**config.mk**
```make
export PLATFORM = sky130hd
export DESIGN_NAME = exe_mc
export DESIGN_NICKNAME = d
export VERILOG_FILES = /design/src/rtl/exe_pkg.sv /design/src/rtl/exe_muldiv.sv /design/src/rtl/exe_mc.sv
export SDC_FILE = /design/constraint.sdc
export NUM_CORES = 1
export LEC_CHECK = 0
export CORE_MARGIN = 2
export CORE_UTILIZATION = 32
export DETAILED_ROUTE_END_ITERATION = 8
export GPL_ROUTABILITY_DRIVEN = 0
export PLACE_DENSITY = 0.46
export RECOVER_POWER = 50
export SYNTH_ARGS = -nofsm -noshare
export SYNTH_HDL_FRONTEND = slang
export SYNTH_SLANG_ARGS = --single-unit
```
**constraint.sdc**
```tcl
create_clock -name clk -period 6.4 [get_ports clk]
set_input_delay 0.96 -clock clk [delete_from_list [all_inputs] [get_ports clk]]
set_output_delay 0.96 -clock clk [all_outputs]
set_load 0.01 [all_outputs]
```
**src/rtl/exe_pkg.sv**
```systemverilog
// Shared constants and types for the multi-cycle execute stage.
package exe_pkg;

   // Operation classes (alusel)
   localparam logic [2:0] ALUSEL_NOP    = 3'b000;
   localparam logic [2:0] ALUSEL_MULDIV = 3'b010;
   localparam logic [2:0] ALUSEL_MOVE   = 3'b100;
   localparam logic [2:0] ALUSEL_LOGIC  = 3'b101;
   localparam logic [2:0] ALUSEL_SHIFT  = 3'b110;
   localparam logic [2:0] ALUSEL_ARITH  = 3'b111;

   // ARITH ops
   localparam logic [2:0] ALUOP_ADD  = 3'b000;
   localparam logic [2:0] ALUOP_SUB  = 3'b001;
   localparam logic [2:0] ALUOP_SLT  = 3'b010;
   localparam logic [2:0] ALUOP_SLTU = 3'b011;

   // SHIFT ops
   localparam logic [2:0] ALUOP_SLL = 3'b000;
   localparam logic [2:0] ALUOP_SRL = 3'b001;
   localparam logic [2:0] ALUOP_SRA = 3'b010;

   // LOGIC ops
   localparam logic [2:0] ALUOP_AND = 3'b000;
   localparam logic [2:0] ALUOP_OR  = 3'b001;
   localparam logic [2:0] ALUOP_XOR = 3'b010;
   localparam logic [2:0] ALUOP_NOT = 3'b011;

   // MOVE ops
   localparam logic [2:0] ALUOP_MOVA = 3'b000;
   localparam logic [2:0] ALUOP_MOVB = 3'b001;

   // MULDIV ops: bit 1 picks divide, bit 0 picks the upper accumulator half
   localparam logic [2:0] ALUOP_MULLO = 3'b000;
   localparam logic [2:0] ALUOP_MULHI = 3'b001;
   localparam logic [2:0] ALUOP_DIVQ  = 3'b010;
   localparam logic [2:0] ALUOP_DIVR  = 3'b011;

   typedef enum logic [1:0] {
      IDLE = 2'd0,
      BUSY = 2'd1,
      DONE = 2'd2
   } muldiv_state_t;

endpackage

```
**src/rtl/exe_muldiv.sv**
```systemverilog
// Iterative unsigned multiply (shift-add) / divide (restoring), one bit per cycle.
// A single 2*WIDTH accumulator serves both: {hi, lo} = {product hi, product lo}
// for multiply and {remainder, quotient} for divide, so op[0] always picks hi.
module exe_muldiv
   import exe_pkg::*;
#(
   parameter int WIDTH = 16
) (
   input  logic                 clk,
   input  logic                 rst,
   input  logic                 flush_i,
   input  logic                 start_i,
   input  logic [2:0]           op_i,
   input  logic [WIDTH-1:0]     a_i,
   input  logic [WIDTH-1:0]     b_i,
   output logic                 busy_o,
   output muldiv_state_t        state_o,
   output logic [WIDTH-1:0]     result_o
);

   localparam int CW = $clog2(WIDTH);

   muldiv_state_t      state_q, state_d;
   logic [CW-1:0]      cnt_q, cnt_d;
   logic [2*WIDTH-1:0] acc_q, acc_d;
   logic [WIDTH-1:0]   b_q, b_d;
   logic [2:0]         op_q, op_d;
   logic [WIDTH-1:0]   result_q, result_d;

   logic [WIDTH:0]     mul_sum;
   logic [2*WIDTH-1:0] mul_next;
   logic [WIDTH:0]     div_r;
   logic               div_ge;
   logic [WIDTH-1:0]   div_rem;
   logic [2*WIDTH-1:0] div_next;
   logic [2*WIDTH-1:0] step_next;

   // One iteration of each algorithm from the current accumulator
   always_comb begin
      mul_sum   = {1'b0, acc_q[2*WIDTH-1:WIDTH]} + {1'b0, (acc_q[0] ? b_q : '0)};
      mul_next  = {mul_sum, acc_q[WIDTH-1:1]};
      div_r     = {acc_q[2*WIDTH-1:WIDTH], acc_q[WIDTH-1]};
      div_ge    = (div_r >= {1'b0, b_q});
      div_rem   = div_ge ? WIDTH'(div_r - {1'b0, b_q}) : div_r[WIDTH-1:0];
      div_next  = {div_rem, acc_q[WIDTH-2:0], div_ge};
      step_next = op_q[1] ? div_next : mul_next;
   end

   // Next-state logic: issue, iterate, finish; flush wins over everything
   always_comb begin
      state_d  = state_q;
      cnt_d    = cnt_q;
      acc_d    = acc_q;
      b_d      = b_q;
      op_d     = op_q;
      result_d = result_q;
      case (state_q)
         IDLE: begin
            if (start_i) begin
               state_d = BUSY;
               acc_d   = {{WIDTH{1'b0}}, a_i};
               b_d     = b_i;
               op_d    = op_i;
               cnt_d   = CW'(WIDTH - 1);
            end
         end
         BUSY: begin
            acc_d = step_next;
            if (cnt_q == '0) begin
               state_d  = DONE;
               // Undefined MULDIV ops (op[2] set) produce zero
               result_d = op_q[2] ? '0 :
                          (op_q[0] ? step_next[2*WIDTH-1:WIDTH] : step_next[WIDTH-1:0]);
            end else begin
               cnt_d = cnt_q - 1'b1;
            end
         end
         DONE:    state_d = IDLE;
         default: state_d = IDLE;
      endcase
      if (flush_i) begin
         state_d = IDLE;
      end
   end

   // State and datapath registers
   always_ff @(posedge clk or posedge rst) begin
      if (rst) begin
         state_q  <= IDLE;
         cnt_q    <= '0;
         acc_q    <= '0;
         b_q      <= '0;
         op_q     <= '0;
         result_q <= '0;
      end else begin
         state_q  <= state_d;
         cnt_q    <= cnt_d;
         acc_q    <= acc_d;
         b_q      <= b_d;
         op_q     <= op_d;
         result_q <= result_d;
      end
   end

   assign busy_o   = start_i && (state_q != DONE) && !flush_i;
   assign state_o  = state_q;
   assign result_o = result_q;

endmodule

```
**src/rtl/exe_mc.sv**
```systemverilog
// Multi-cycle execute stage: combinational single-cycle ALU plus an iterative
// mul/div unit that stalls the pipeline until its result is ready.
module exe_mc
   import exe_pkg::*;
#(
   parameter int WIDTH = 16,
   parameter int RADDR = 4
) (
   input  logic              clk,
   input  logic              rst,
   input  logic              flush_i,
   input  logic [2:0]        aluop_i,
   input  logic [2:0]        alusel_i,
   input  logic [WIDTH-1:0]  reg0_i,
   input  logic [WIDTH-1:0]  reg1_i,
   input  logic [RADDR-1:0]  waddr_i,
   input  logic              we_i,
   output logic              stallreq_o,
   output logic [2:0]        aluop_o,
   output logic [RADDR-1:0]  waddr_o,
   output logic              we_o,
   output logic [WIDTH-1:0]  wdata_o
);

   localparam int SHW = $clog2(WIDTH);

   logic               md_busy;
   muldiv_state_t      md_state;
   logic [WIDTH-1:0]   md_result;
   logic [SHW-1:0]     shamt;
   logic [WIDTH-1:0]   alu_res;

   exe_muldiv #(.WIDTH(WIDTH)) u_muldiv (
      .clk      (clk),
      .rst      (rst),
      .flush_i  (flush_i),
      .start_i  (alusel_i == ALUSEL_MULDIV),
      .op_i     (aluop_i),
      .a_i      (reg0_i),
      .b_i      (reg1_i),
      .busy_o   (md_busy),
      .state_o  (md_state),
      .result_o (md_result)
   );

   assign shamt = reg1_i[SHW-1:0];

   // Class/op mux; anything undefined yields zero
   always_comb begin
      alu_res = '0;
      case (alusel_i)
         ALUSEL_ARITH: begin
            case (aluop_i)
               ALUOP_ADD:  alu_res = reg0_i + reg1_i;
               ALUOP_SUB:  alu_res = reg0_i - reg1_i;
               ALUOP_SLT:  alu_res = {{(WIDTH-1){1'b0}}, ($signed(reg0_i) < $signed(reg1_i))};
               ALUOP_SLTU: alu_res = {{(WIDTH-1){1'b0}}, (reg0_i < reg1_i)};
               default:    alu_res = '0;
            endcase
         end
         ALUSEL_SHIFT: begin
            case (aluop_i)
               ALUOP_SLL: alu_res = reg0_i << shamt;
               ALUOP_SRL: alu_res = reg0_i >> shamt;
               ALUOP_SRA: alu_res = WIDTH'($signed(reg0_i) >>> shamt);
               default:   alu_res = '0;
            endcase
         end
         ALUSEL_LOGIC: begin
            case (aluop_i)
               ALUOP_AND: alu_res = reg0_i & reg1_i;
               ALUOP_OR:  alu_res = reg0_i | reg1_i;
               ALUOP_XOR: alu_res = reg0_i ^ reg1_i;
               ALUOP_NOT: alu_res = ~reg0_i;
               default:   alu_res = '0;
            endcase
         end
         ALUSEL_MOVE: begin
            case (aluop_i)
               ALUOP_MOVA: alu_res = reg0_i;
               ALUOP_MOVB: alu_res = reg1_i;
               default:    alu_res = '0;
            endcase
         end
         ALUSEL_MULDIV: alu_res = (md_state == DONE) ? md_result : '0;
         default:       alu_res = '0;
      endcase
   end

   // Output gating: everything reads zero while reset is held
   always_comb begin
      stallreq_o = !rst && md_busy;
      we_o       = !rst && we_i && !md_busy;
      wdata_o    = rst ? '0 : alu_res;
      waddr_o    = rst ? '0 : waddr_i;
      aluop_o    = rst ? '0 : aluop_i;
   end

endmodule

```
==> results.py <==
metrics = {
    "drt": {
        "drcViolationCount": 0,
        "via_count": 9464,
        "avgViaCountPerCell": 5.64,
        "wire_per_inst_um": 20.7,
        "drt_iter0_drc": 742,
        "first_pass_iters": 5,
        "drt-total-wl_mm": 34.7,
        "postRouteAntennaNets": 0,
    },
    "global_route": {
        "antenna_found_initial": 0,
        "grt_overflow": 0,
        "grt_start_max_net_pins": 78,
        "grt_first_pass_wirelength_mm": 54.3,
        "grt_pass1_vias": 9270,
        "track_usage": 0.228,
    },
    "sta": {
        "fin_skew_ns": 0.0108,
        "hold_viol": 0,
        "fin_crit_sh": 0.913,
        "tns_ns": 0,
        "rsz0062_at_grt": "false",
        "slew_headroom": -1.70,
        "min_period_ns": 5.84,
        "finalSetupViolCount": 0,
        "fmax_mhz": 171,
        "tightest_slew_ns": 4.05,
        "worst_slack_ns": 0.556,
        "slew_viol_final": 152,
    },
    "worst_setup_path": {
        "critPathCaptureType": "output port",
        "crit_buf_inv": 3,
        "arrival_ns": 4.88,
        "worstPathMaxFanout": 10,
        "cp-start-kind": "primary input",
        "crit_family": "compound AO/OA/AOI/OAI gates",
        "critPathRequiredTime_ns": 5.44,
        "crit_path_cell_trace": "clkdlybuf4s50_1, inv_1, ha_1, nor2_1, o311ai_0, a221oi_1, a221oi_1, o41ai_1, a22o_1, xor2_1, o22ai_1, clkdlybuf4s50_1",
        "startpoint": "reg0_i[1]",
        "cp_slowest_cell": "clkdlybuf4s50_1",
        "criticalPathCategory": "primary input to output port",
        "r2r_slack_ns": 2.26,
        "rr_startpoint": "u_muldiv.state_o[0]$_DFFE_PP0P_",
        "slowest_delay_ns": 0.70,
    },
    "clocking": {
        "cts.path.max_buffers": 2,
        "cts.repair.resized": 0,
        "cts_setup_buffers": 0,
        "clkTransAtPathRegs_ns": 0.05,
        "hold_buffers": 0,
        "cts_tree": "built",
        "cts_sinks": 73,
        "cts_max_level": 3,
        "clockRootBuffer": "clkbuf_16",
        "clk_latency_ns": 0.34,
        "numCtsBuffers": 9,
    },
    "hold_path": {
        "min_from": "u_muldiv.result_o[6]$_DFFE_PP0P_",
        "min_path_type": "register to register",
    },
    "synthesis": {
        "synth-seq-cells": 73,
        "synth_edf_count": 0,
        "ys_async_sr_fraction": 1.00,
        "synth_flop_cell": "dfrtp_1",
        "syn_inst": 1259,
        "avgSynthCellArea_um2": 7.36,
        "synth-seq-area-share": 0.197,
        "synth.distinct_cells": 74,
        "syn-cell-area_mm2": 0.00926,
        "yosys_warnings": 0,
        "syn-num-nets": 1397,
    },
    "outcome": {
        "outcome": "complete, but fails checks",
        "violations": "capacitance limit, slew limit",
    },
    "finish": {
        "drive_gt1_frac": 0.0719,
        "diodes": 0,
        "nets": 1426,
        "most-common-layout-cells": "nor2_1 (127), o21ai_0 (124), nand2_1 (123)",
        "final_common_cell": "nor2_1",
        "area_growth_syn_to_layout_pct": 15.1,
        "final_cell_count_no_fill": 1677,
    },
    "pwr": {
        "power_uw": 3070,
        "power_density_mw_per_mm2": 288,
        "p_leak_uw": 0.00449,
        "ir_drop_mv": 0.160,
    },
    "run": {
        "maxCapViolCount": 2,
    },
    "placed_design": {
        "dp_slack_ns": 0.613,
        "dp_cells": 1661,
        "place_hpwl_mm": 26.3,
        "numPortBuffers": 70,
    },
    "die": {
        "die_w_um": 174,
        "ios": 71,
        "fp.dieArea_mm2": 0.0303,
        "rows": 62,
        "core_mm2": 0.0286,
        "die_y_um": 174,
        "initial_utilization": 0.324,
    },
}
## logic make-up (layout without fill, tap and decap cells)
| group | Yosys count | count (layout) | synth area share |
|---|---|---|---|
| AOI/OAI and AO/OA | 448 | 448 | 0.312 |
| buffers and inverters | 154 | 188 | 0.0639 |
| and+or+nand+nor | 404 | 404 | 0.199 |
| xor gates and xnor gates | 38 | 38 | 0.0359 |
| DFF | 73 | 73 | 0.197 |
| muxes | 50 | 50 | 0.0639 |
| adders and majority gates | 92 | 92 | 0.128 |
## routing by layer
layer	vias to the layer above	wire length, um	track usage
li1	4631	-	-
met1	4504	16100	0.312
met2	290	16100	0.379
met3	39	1650	0.0227
met4	0	855	0.0665
met5	-	0	0
## cell type report
type	count	area, um2
well taps	384	480
multi-input cells	1032	6860
clock inverters	7	93.8
fillers	3069	18000
clock buffers	9	225
repair buffers	100	910
flip-flops and latches	73	1830
inverters	72	272
## metrics by stage
stage | area, um2 | util | hold slack [ns]
after floorplan | 9260 | - | 0.442
after global placement | 10400 | 0.362 | 0.490
after detailed placement | 10400 | 0.362 | 0.487
after CTS | 10700 | 0.373 | 0.506
after global routing | 10700 | 0.373 | 0.537
final | 10700 | 0.373 | 0.512
## sequential cells by signal (all words and copies together) (netlist names)
name / cells
u_muldiv.acc_q: 32
u_muldiv.b_q: 16
u_muldiv.result_o: 16
u_muldiv.cnt_q: 4
u_muldiv.op_q: 3
u_muldiv.state_o: 2
## synthesized netlist by cell type (11+ instances only)
library cell	n	area [um2]
nand2b_1	14	87.6
nand3_1	31	155
o22ai_1	16	100
nand2_1	123	462
o21ai_0	124	621
nor2_1	128	480
nor2b_1	22	138
dfrtp_1	73	1830
xnor2_1	23	201
mux2i_1	22	220
a21oi_1	103	515
mux2_2	20	225
a31oi_1	16	100
a21o_1	21	158
a222oi_1	12	120
clkbuf_1	71	267
inv_1	71	267
and2_1	21	131
ha_1	88	1100
o211ai_1	21	158
a211oi_1	21	158
xor2_1	15	131
nor3_1	30	150
o31ai_1	11	82.6
## worst paths after layout
| path | depth (start not counted) | endpoint |
|---|---|---|
| min reg2reg | 1 | u_muldiv.result_o[6]$_DFFE_PP0P_ |
| max reg2reg | 5 | u_muldiv.acc_q[2]$_DFFE_PP0P_ |
| min in group asynchronous | 3 | u_muldiv.b_q[15]$_DFFE_PP0P_ |
| max in group asynchronous | 3 | u_muldiv.acc_q[7]$_DFFE_PP0P_ |
| max | 12 | wdata_o[15] |
| min | 1 | u_muldiv.result_o[6]$_DFFE_PP0P_ |
## power breakdown
part	total (uW)	switching, uW	internal (uW)	leakage, uW
combinational	1830	1060	767	0.00340
clock	548	206	341	0.000152
sequential	698	134	564	0.000935
total	3070	1400	1670	0.00449
## worst register-to-register path, delay by kind of cell (launching register included)
kind | cells | cell delay, ns
DFF | 1 | 0.49
AOI/OAI and AO/OA | 2 | 0.38
buffers and inverters | 1 | 2.46
and+or+nand+nor | 2 | 0.67
Power figures use the tool's default switching activity.
==> patch 1 (same flow settings) <==
Take the reset off `b_q` and `result_q` and load them in a clocked block of their own.
--- a/src/rtl/exe_muldiv.sv
+++ b/src/rtl/exe_muldiv.sv
@@ -89,17 +89,18 @@
          state_q  <= IDLE;
          cnt_q    <= '0;
          acc_q    <= '0;
-         b_q      <= '0;
          op_q     <= '0;
-         result_q <= '0;
       end else begin
          state_q  <= state_d;
          cnt_q    <= cnt_d;
          acc_q    <= acc_d;
-         b_q      <= b_d;
          op_q     <= op_d;
-         result_q <= result_d;
       end
+   end
+
+   always_ff @(posedge clk) begin
+      b_q      <= b_d;
+      result_q <= result_d;
    end
 
    assign busy_o   = start_i && (state_q != DONE) && !flush_i;
Check against the original RTL: same outputs for any inputs over 10 cycles, from zero or initial values and one cycle with rst high; that may be too few to reach the edited logic, so the function may still have changed.
==> patch 1 against the unedited design <==
The flow still finishes with violations (max-capacitance violations, max-slew violations); power fell by 12%; largest cell class unchanged; synthesized cell count fell by 4.1%; design area rose by 1.3%; hold slack got worse by 0.011 ns; synthesized area rose by 0.58%; routed wire length rose by 3.2%; worst setup slack improved by 0.075 ns; sequential cell count did not move; largest power group unchanged.
==> patch 1: results (changes against the unedited design) <==
| Metric | Value |
|---|---|
| Layout Nets | 1384 (-2.9%) |
| Post-DR vias/cell | 5.77 (+2.2%) |
| Critical path arrival | 4.81 ns (-0.07 ns) |
| Synth cell count leaders | nor2_1, nand2_1, a21oi_1 |
| Fillers | 3046 (-0.75%) |
| Post-synthesis area per instance | 7.72 sq um (+4.9%) |
| Maxcap violations | 2 (unchanged) |
| Sequential share of the synthesized area | 0.213 (+0.0161) |
| Grt met2 use | 0.383 (+0.00445) |
| Hold_ws | 0.500 ns (-0.0113 ns) |
| Worst Path Max Fanout | 8 (-2) |
| Yosys cell types | 72 (-2.7%) |
| Synth area leaders | ha_1, dfrtp_1, edfxtp_1, a21oi_1, mux2i_1 |
| Routed wire length | 35.8 mm (+3.2%) |
| Number of global-route vias before repair | 9242 (-0.30%) |
| Global-route wire length before repair | 55.0 mm (+1.4%) |
| Max_slew headroom | -0.836 (+0.861) |
| GRT Total Usage | 0.234 (+0.00610) |
| Max-slew violation count | 90 (-41%) |
| Async SR Flop Fraction | 0.562 (-0.438) |
| Largest net degree at the start of global routing | 47 (-40%) |
| Placed cell area | 10500 sq um (+1.1%) |
| Leakage | 4.47 nW (-0.29%) |
| Metal-1 WL | 16.2 mm (+0.68%) |
| Met3 Resource Use GR | 0.0218 (-0.000989) |
| IR drop worst, VDD | 0.145 mV (-9.4%) |
| M1 GR Usage | 0.316 (+0.00388) |
| Final worst slack | 0.631 ns (+0.0755 ns) |
| Number of flops mapped to enable cells by yosys | 32 (+32) |
| Pre-CTS setup slack | 0.621 ns (+0.00737 ns) |
| Met3 wire len | 1.43 mm (-13%) |
| Number of port buffers | 70 (unchanged) |
| Post-DP HPWL | 27.2 mm (+3.4%) |
| Share of cells above drive strength 1 | 0.0639 (-0.00798) |
| Failing checks | max-capacitance violations, max-slew violations |
| Slowest stage delay, CP | 0.66 ns (-0.04 ns) |
| Iteration-0 DRC Markers | 717 (-3.4%) |
| Clock skew | 0.00883 ns (-0.00196 ns) |
| Run status | finished, violations left |
| Post-Syn Nets | 1345 (-3.7%) |
| Reg2reg setup slack | 2.77 ns (+0.51 ns) |
[patch 1: cell types whose count changed after synthesis, sizes merged, moves of 11 or more]
cell	change
inv	+15
mux2i	+21
nand2	-19
edfxtp	+32
a21oi	-15
nand3	-14
o21ai	-40
mux2	-12
nor2	-21
clkbuf	-11
dfrtp	-32
[patch 1: report_power, final]
part	switching (W)	internal, W
combinational	0.000854	0.000591
clock	0.000205	0.000392
sequential	0.000100	0.000573
total	0.00116	0.00156
[patch 1: layout make-up]
cell class | count | area (sq um) | area share
clock buffers | 11 | 243 | 0.0225
clock inverters | 5 | 104 | 0.00961
inverters | 86 | 323 | 0.0299
multi-input cells | 971 | 6710 | 0.621
flip-flops and latches | 73 | 1990 | 0.184
well taps | 384 | 480 | 0.0445
repair buffers | 105 | 956 | 0.0885
[patch 1: kinds of logic after synthesis]
group	synth area share
buffers and inverters	0.0680
AO/OA/AOI/OAI	0.293
multiplexers	0.0764
XOR/XNOR	0.0301
flip-flops	0.213
adder cells (fa/ha/maj)	0.127
AND/OR/NAND/NOR	0.193
[patch 1: path summary, 6_finish.rpt]
path	start	end	cells past startpoint
max	reg0_i[1]	wdata_o[14]	12
min reg2reg	u_muldiv.acc_q[5]$_DFFE_PP0P_	u_muldiv.acc_q[5]$_DFFE_PP0P_	2
min in group asynchronous	rst	u_muldiv.state_o[1]$_DFFE_PP0P_	3
max in group asynchronous	rst	u_muldiv.acc_q[21]$_DFFE_PP0P_	3
max reg2reg	u_muldiv.acc_q[0]$_DFFE_PP0P_	u_muldiv.result_o[14]$_SDFFCE_PP0P_	10
min	u_muldiv.acc_q[5]$_DFFE_PP0P_	u_muldiv.acc_q[5]$_DFFE_PP0P_	2
[patch 1: worst min-delay path: stages (launching register included)]
cell     delay (ns)
dfrtp_1        0.35
nand2_1        0.05
o21ai_0        0.06
==> patch 2 (same flow settings) <==
Made on the original files. Set the parameter `RADDR` to 8 (it was 4).
--- a/src/rtl/exe_mc.sv
+++ b/src/rtl/exe_mc.sv
@@ -4,7 +4,7 @@
    import exe_pkg::*;
 #(
    parameter int WIDTH = 16,
-   parameter int RADDR = 4
+   parameter int RADDR = 8
 ) (
    input  logic              clk,
    input  logic              rst,
Ports: changed (resized waddr_i and waddr_o); port bits go from 71 to 79. The function was not compared with the original's and may differ.
==> patch 2 against the unedited design <==
Core utilization up 0.085 points; sequential share of layout area is 0.61 points lower; sequential cell count stayed put; design area grew 3.8%; power fell by 2.0%; non-clock buffer count is 11 higher; global-route usage increased by 0.24 points; die area rose by 3.9%; synthesized area rose by 4.0%; worst setup slack got worse by 0.091 ns; routed wire length increased by 4.4%; critical path type unchanged; largest power group unchanged.
==> patch 2: results (changes against the unedited design) <==
| Metric | Value |
|---|---|
| CLK BUF | 10 (+1) |
| Synth cell count leaders | nor2_1, nand2_1, o21ai_0 |
| Clock skew | 0.0162 ns (+0.00542 ns) |
| Fillers | 3204 (+4.4%) |
| Clk cell area share | 0.0253 (-0.00459) |
| Pre-CTS setup slack | 0.687 ns (+0.0735 ns) |
| Post-Syn Nets | 1412 (+1.1%) |
| Sequential share of the synthesized area | 0.190 (-0.00751) |
| Worst Path Max Fanout | 6 (-4) |
| Seq area share | 0.165 (-0.00612) |
| Hold_sp | u_muldiv.b_q[9]$_DFFE_PP0P_ |
| Slowest stage cell, crit path | o311ai_0 |
| Logic inverters | 76 (+5.6%) |
| Multi-input logic area | 7180 sq um (+4.7%) |
| Setup crit end | wdata_o[0] |
| Hold depth | 2 (+1) |
| Number of global-route vias before repair | 9402 (+1.4%) |
| Share of cells above drive strength 1 | 0.0925 (+0.0206) |
| Fraction of area in multi-input gates | 0.648 (+0.00542) |
| Tapcells | 390 (+1.6%) |
| Reg2reg setup slack | 2.61 ns (+0.35 ns) |
| GRT Total Usage | 0.230 (+0.00244) |
| Post-DP HPWL | 27.9 mm (+6.1%) |
| Yosys cell types | 82 (+11%) |
| Leakage | 4.69 nW (+4.5%) |
| Reg2Reg Depth | 10 (+5) |
| Non-Filler Instances | 1698 (+1.3%) |
| Global-route wire length before repair | 56.0 mm (+3.2%) |
| Number of port buffers | 78 (+11%) |
| Hold endpoint | u_muldiv.b_q[9]$_DFFE_PP0P_ |
| Hold_ws | 0.483 ns (-0.0292 ns) |
| Cells after Synth | 1270 (+0.87%) |
| Data buffer area share | 0.0911 (+0.00583) |
| Synth area leaders | dfrtp_1, ha_1, o21ai_0, a21oi_1, nor2_1 |
| Worst r2r dst | u_muldiv.result_o[4]$_DFFE_PP0P_ |
| Final Cycle Share | 0.927 (+0.0142) |
| Iteration-0 DRC Markers | 995 (+34%) |
| Routed wire length | 36.2 mm (+4.4%) |
| IR drop worst, VDD | 0.116 mV (-27%) |
| Run status | complete, no violations |
| Placed cell area | 10800 sq um (+4.4%) |
==> patch 2: changes by cell type in the layout (fill, tap and decap cells not counted), sizes merged, moves of 10 or more <==
cell | unedited run | this run
mux4 | 5 | 18
o31ai | 12 | 22
or3 | 5 | 16
and2 | 21 | 6
o21ai | 129 | 117
==> patch 2: cell families after synthesis <==
family | count (synthesis) | synth area share
fa+ha+maj | 92 | 0.123
buf+inv | 165 | 0.0656
flops | 73 | 0.190
mux | 76 | 0.107
compound gates | 432 | 0.295
xor+xnor | 28 | 0.0255
simple gates | 404 | 0.195
==> patch 2: per-layer routing <==
layer / global-route usage / vias up / part of all wire
met5: 0 / - / 0
met1: 0.333 / 4708 / 0.48
met2: 0.359 / 313 / 0.44
li1: - / 4744 / -
met4: 0.0509 / 0 / 0.016
met3: 0.0343 / 36 / 0.063
==> patch 2: where the power goes <==
group,internal (W),switching [W]
Combinational,0.000775,0.00107
Sequential,0.000561,0.000121
Clock,0.000273,0.000211
